<file path="src/rtl/instr_fetch_rv32i_if.sv">
// rtl/instr_fetch_rv32i_if.sv - ROM fetch and decode-side signal bundle for instr_fetch_rv32i
interface instr_fetch_rv32i_if;
    logic [31:0] rom_addr;
    logic [31:0] rom_instr;
    logic        stall;
    logic        redirect;
    logic [31:0] redirect_pc;
    logic [31:0] instr_out;
    logic [31:0] pc_out;
    logic        instr_valid;

    modport master (
        output rom_addr,
        input  rom_instr,
        input  stall,
        input  redirect,
        input  redirect_pc,
        output instr_out,
        output pc_out,
        output instr_valid
    );

    modport slave (
        input  rom_addr,
        output rom_instr,
        output stall,
        output redirect,
        output redirect_pc,
        input  instr_out,
        input  pc_out,
        input  instr_valid
    );
endinterface

</file>
<file path="src/rtl/instr_fetch_rv32i.sv">
// rtl/instr_fetch_rv32i.sv - RV32I fetch stage pairing a one-cycle-latency ROM word with its PC
module instr_fetch_rv32i #(
    parameter logic [31:0] RESET_PC  = 32'h0000_0000,
    parameter logic [31:0] NOP_INSTR = 32'h0000_0013
) (
    input  logic                 clock,
    input  logic                 reset,
    instr_fetch_rv32i_if.master  bus
);

    typedef enum logic [1:0] {BOOT, RUN, HOLD} state_t;

    state_t      state, state_nxt;
    logic [31:0] fetch_pc, fetch_pc_nxt;
    logic [31:0] pend_pc, pend_pc_nxt;
    logic        pend_valid, pend_valid_nxt;
    logic [31:0] hold_instr, hold_instr_nxt;
    logic [31:0] fetch_pc_inc;
    logic [31:0] redirect_target;

    assign fetch_pc_inc    = fetch_pc + 32'd4;
    assign redirect_target = bus.redirect_pc & ~32'd3;
    assign bus.rom_addr    = fetch_pc;

    always_ff @(posedge clock or posedge reset) begin
        if (reset) begin
            state      <= BOOT;
            fetch_pc   <= RESET_PC;
            pend_pc    <= RESET_PC;
            pend_valid <= 1'b0;
            hold_instr <= NOP_INSTR;
        end else begin
            state      <= state_nxt;
            fetch_pc   <= fetch_pc_nxt;
            pend_pc    <= pend_pc_nxt;
            pend_valid <= pend_valid_nxt;
            hold_instr <= hold_instr_nxt;
        end
    end

    always_comb begin
        state_nxt       = state;
        fetch_pc_nxt    = fetch_pc;
        pend_pc_nxt     = pend_pc;
        pend_valid_nxt  = pend_valid;
        hold_instr_nxt  = hold_instr;
        bus.instr_out   = NOP_INSTR;
        bus.pc_out      = RESET_PC;
        bus.instr_valid = 1'b0;

        unique case (state)
            BOOT: begin
                pend_pc_nxt    = RESET_PC;
                pend_valid_nxt = 1'b1;
                fetch_pc_nxt   = RESET_PC + 32'd4;
                state_nxt      = RUN;
            end

            RUN: begin
                bus.instr_out   = pend_valid ? bus.rom_instr : NOP_INSTR;
                bus.pc_out      = pend_pc;
                bus.instr_valid = pend_valid;
                if (bus.redirect) begin
                    // The word the ROM samples at this edge is wrong-path; drop it.
                    fetch_pc_nxt   = redirect_target;
                    pend_valid_nxt = 1'b0;
                end else if (bus.stall && pend_valid) begin
                    hold_instr_nxt = bus.rom_instr;
                    state_nxt      = HOLD;
                end else begin
                    pend_pc_nxt    = fetch_pc;
                    pend_valid_nxt = 1'b1;
                    fetch_pc_nxt   = fetch_pc_inc;
                end
            end

            HOLD: begin
                bus.instr_out   = hold_instr;
                bus.pc_out      = pend_pc;
                bus.instr_valid = 1'b1;
                if (bus.redirect) begin
                    fetch_pc_nxt   = redirect_target;
                    pend_valid_nxt = 1'b0;
                    state_nxt      = RUN;
                end else if (!bus.stall) begin
                    // ROM kept re-reading fetch_pc while held, so its output is already that word.
                    pend_pc_nxt  = fetch_pc;
                    fetch_pc_nxt = fetch_pc_inc;
                    state_nxt    = RUN;
                end
            end

            default: begin
                state_nxt = BOOT;
            end
        endcase
    end

endmodule

</file>
<file path="src/flat_wrapper.sv">
// flat-port wrapper written by rule: the top's interface ports become plain ports
module instr_fetch_rv32i_flat 
#(
    parameter logic [31:0] RESET_PC  = 32'h0000_0000,
    parameter logic [31:0] NOP_INSTR = 32'h0000_0013
)
  (clock, reset, bus_rom_addr, bus_rom_instr, bus_stall, bus_redirect, bus_redirect_pc, bus_instr_out, bus_pc_out, bus_instr_valid);
  instr_fetch_rv32i_if bus_i ();
  input  logic clock;
  input  logic reset;
  output wire logic [$bits(bus_i.rom_addr)-1:0] bus_rom_addr;
  input wire logic [$bits(bus_i.rom_instr)-1:0] bus_rom_instr;
  input wire logic [$bits(bus_i.stall)-1:0] bus_stall;
  input wire logic [$bits(bus_i.redirect)-1:0] bus_redirect;
  input wire logic [$bits(bus_i.redirect_pc)-1:0] bus_redirect_pc;
  output wire logic [$bits(bus_i.instr_out)-1:0] bus_instr_out;
  output wire logic [$bits(bus_i.pc_out)-1:0] bus_pc_out;
  output wire logic [$bits(bus_i.instr_valid)-1:0] bus_instr_valid;
  assign bus_rom_addr = bus_i.rom_addr;
  assign bus_i.rom_instr = bus_rom_instr;
  assign bus_i.stall = bus_stall;
  assign bus_i.redirect = bus_redirect;
  assign bus_i.redirect_pc = bus_redirect_pc;
  assign bus_instr_out = bus_i.instr_out;
  assign bus_pc_out = bus_i.pc_out;
  assign bus_instr_valid = bus_i.instr_valid;
  instr_fetch_rv32i #(.RESET_PC(RESET_PC), .NOP_INSTR(NOP_INSTR)) u_core (.clock(clock), .reset(reset), .bus(bus_i));
endmodule
</file>
<file path="config.mk">
export PLATFORM = sky130hd
export DESIGN_NAME = instr_fetch_rv32i_flat
export DESIGN_NICKNAME = d
export VERILOG_FILES = /design/src/rtl/instr_fetch_rv32i_if.sv /design/src/rtl/instr_fetch_rv32i.sv /design/src/flat_wrapper.sv
export SDC_FILE = /design/constraint.sdc
export NUM_CORES = 1
export LEC_CHECK = 0
export BUFFER_PORTS_ARGS = -buffer_cell sky130_fd_sc_hd__buf_2
export CORE_MARGIN = 1.5
export CORE_UTILIZATION = 40
export CTS_BUF_LIST = sky130_fd_sc_hd__clkbuf_2 sky130_fd_sc_hd__clkbuf_4 sky130_fd_sc_hd__clkbuf_8
export CTS_CLUSTER_DIAMETER = 30
export CTS_CLUSTER_SIZE = 30
export DETAILED_ROUTE_END_ITERATION = 10
export PLACE_DENSITY = 0.74
export SYNTH_ARGS = -nofsm -noshare
export SYNTH_HDL_FRONTEND = slang
export SYNTH_SLANG_ARGS = --single-unit
export TNS_END_PERCENT = 20
</file>
<file path="constraint.sdc">
create_clock -name clock -period 4.2 [get_ports clock]
set_input_delay 0.84 -clock clock [delete_from_list [all_inputs] [get_ports clock]]
set_output_delay 0.84 -clock clock [all_outputs]
set_load 0.005 [all_outputs]
</file>
==> flow_summary_export.csv <==
group,metric,value,unit
grt,grt_pass1_vias,4684,
worst_hold_path,hold_depth,2,
power,p_switching,1.94,mW
place,placed_cell_area,0.00624,mm^2
floorplanning,io_pins,165,
setup_path,worstSetupStartpointType,"flip-flop",
layout,drive_gt1_share,30.7,%
power,p_total,4.29,mW
route,drt-initial-drc-count,302,
clock_tree,cts.hold.buffers_added,0,
synthesis,synth_seq_area_share,45.0,%
clock_tree,cts.sinks,96,
route,wl_per_cell,16.0,um
sta,max_freq,315,MHz
sta,final_hold_viol_count,0,
run_status,status,"finished clean",
clock_tree,cts_buffers,9,
route,dr.pass1.iters,5,
layout,final_util,49.0,%
sta,rsz0062_at_grt,"no",
place,placement.io_buffers,160,
power,sw_frac_of_total,45.3,%
grt,grt.total_usage,21.1,%
synthesis,yosys.area.top_type,"dfrtp_1",
grt,grt_start_max_net_pins,80,
power,clkPwrFrac,14.5,%
clock_tree,clk_latency,0.40,ns
grt,grt_pass1_wl,23900,um
clock_tree,post_cts_buffers,0,
worst_hold_path,hp-start,"u_core.pend_pc[14]",
floorplanning,die_x,119,um
setup_path,crit_arrival,2.34,ns
sta,fin_setup_tns,0,ns
flow_run,max_cap_violations,0,
synthesis,synth.top_cell.area_share,43.5,%
synthesis,syn_avg_cell_area,8.78,um^2
power,pwr-share-seq,41.5,%
layout,finalNetCount,815,
floorplanning,core,0.0131,mm^2
synthesis,ys_types,50,
layout,antenna_cells,0,
power,ir_worst_vdd,0.436,mV
power,combPwrFrac,44.0,%
synthesis,synth_commonest_cells,"nand2_1 (96), dfrtp_1 (93), nor2_1 (51)",
sta,setup_viol,0,
clock_tree,cts_tree,"yes",
synthesis,syn_area,0.00535,mm^2
clock_tree,cts_resized,0,
grt,overflow,0,
synthesis,synth.most_common_cell,"nand2_1",
power,internal-power,2.35,mW
synthesis,synth_ff_type,"dfrtp_1",
clock_tree,cts_htree_levels,3,
sta,finalClockSkew,0.0114,ns
floorplanning,die_area,0.0141,mm^2
worst_hold_path,whs_endpoint,"u_core.pend_pc[14]",
clock_tree,clock-root-buffer,"clkbuf_8",
route,routed_wl,14800,um
sta,slew_violations,0,
route,ant_nets,0,
setup_path,rr_worst_depth,8,
sta,worstMarginPinSlew,1.04,ns
route,via_count,5106,
route,drc_errors,0,
sta,fin_crit_sh,75.7,%
power,power_density,667,mW/mm^2
clock_tree,clockBufferDepth,2,
synthesis,ys_warn_count,0,
setup_path,endpoint_kind,"output pin",
sta,fin_crit,3.18,ns
worst_hold_path,hp-class,"reg -> reg",
power,p_leak,3.24,nW
layout,final_cell_area,0.00644,mm^2
route,avgViaCountPerCell,5.54,
synthesis,ys_ff_latch,96,
setup_path,critical_path_required,3.36,ns
synthesis,synthArstFlopShare,100,%
setup_path,crit_fanout,36,
setup_path,crit_type,"reg -> out",
clock_tree,clkTransAtPathRegs,0.11,ns
grt,antenna_found_initial,1,
synthesis,netlist_instances,609,
layout,area_growth,20.4,%
setup_path,rrSetupSlack,1.47,ns
place,dpl.hpwl,10100,um
sta,maxSlewHeadroom,30.6,%
floorplanning,die_h,119,um
synthesis,synth_edf_count,0,
synthesis,synth_area_leaders,"dfrtp_1 (44%), mux2_2 (6.7%), nand2_1 (6.7%)",
floorplanning,fp-row-count,42,
setup_path,rr_startpoint,"u_core.state[1]",
floorplanning,start_util,40.7,%
setup_path,r2r-end,"u_core.bus.rom_addr[4]",
place,place_congestion,0.818,
-- kinds of logic (layout without fill, tap and decap cells) --
family / Yosys count / after routing / synth area share (%)
fa+ha+maj: 6 / 6 / 1.40
other cells: 1 / 2 / 0.0701
buf+inv: 59 / 195 / 4.40
flops: 96 / 96 / 45.0
mux: 34 / 34 / 7.11
compound gates: 124 / 124 / 14.7
simple gates: 289 / 289 / 27.3
-- metal layers --
metal / vias to the layer above / track usage (%) / part of all wire [%]
met1: 2451 / 28.1 / 44
met5: - / 0 / 0.068
met2: 214 / 32.9 / 46
li1: 2415 / - / -
met4: 2 / 7.23 / 1.9
met3: 24 / 6.13 / 7.8
-- worst max path at each step --
stage,from,end
3_3_place_gp,bus_redirect,u_core.bus.rom_addr[31]
5_1_grt,u_core.state[1],bus_instr_out[2]
3_5_place_dp,bus_redirect,u_core.bus.rom_addr[5]
2_1_floorplan,reset,u_core.bus.rom_addr[10]
4_1_cts,u_core.state[1],bus_instr_out[30]
6_report,u_core.state[1],bus_instr_out[15]
-- through the flow --
stage,hold slack [ns],cells,worst slack [ns]
finish,0.469,922,1.02
global route,0.491,922,0.821
global placement,0.440,906,1.25
detailed placement,0.448,906,1.22
floorplan,0.430,610,0.860
CTS,0.472,922,0.995
-- layout by cell type (no fill, tap or decap), types with 3 or more instances in the layout --
master,count
buf_2,160
nand2_1,96
dfrtp_1,93
nor2_1,51
nand3_1,44
and2_1,37
o21ai_0,36
a22oi_1,34
mux2_2,32
a21oi_1,22
nand4_1,17
nor3_1,11
clkbuf_8,10
inv_1,9
and3_1,8
buf_4,8
o31ai_1,6
nor4_1,5
a31oi_1,5
ha_1,5
a21o_1,3
nor4_4,3
o311ai_0,3
and4_1,3
dfstp_2,3
-- state kept, by name, summed over array words and instances, names as in the netlist --
signal	count
u_core.bus.rom_addr	30
u_core.hold_instr	32
u_core.pend_pc	31
u_core.pend_valid	1
u_core.state	2
-- area by class of cell --
type | count | area (um^2)
Sequential cell | 96 | 2410
Inverter | 11 | 43.8
Tap cell | 176 | 220
Fill cell | 1279 | 6700
Multi-Input combinational cell | 455 | 2710
Timing Repair Buffer | 168 | 861
Clock buffer | 10 | 138
Clock inverter | 6 | 57.6
-- power by group through the flow --
stage                     clock (mW)  sequential [mW]  combinational (mW)
final                          0.622             1.78                1.89
after global routing           0.668             1.85                2.12
after CTS                      0.635             1.77                1.90
after detailed placement           0             1.79                1.90
after global placement             0             1.77                1.87
after floorplan                    0             1.64                1.31
-- worst max-delay path, cell delays in order (launching register included) --
cell     delay [ns]
dfrtp_1        0.45
inv_1          0.09
ha_2           0.64
inv_2          0.41
nor2_1         0.20
buf_2          0.14
Note: power is estimated with default switching activity, not from simulation.
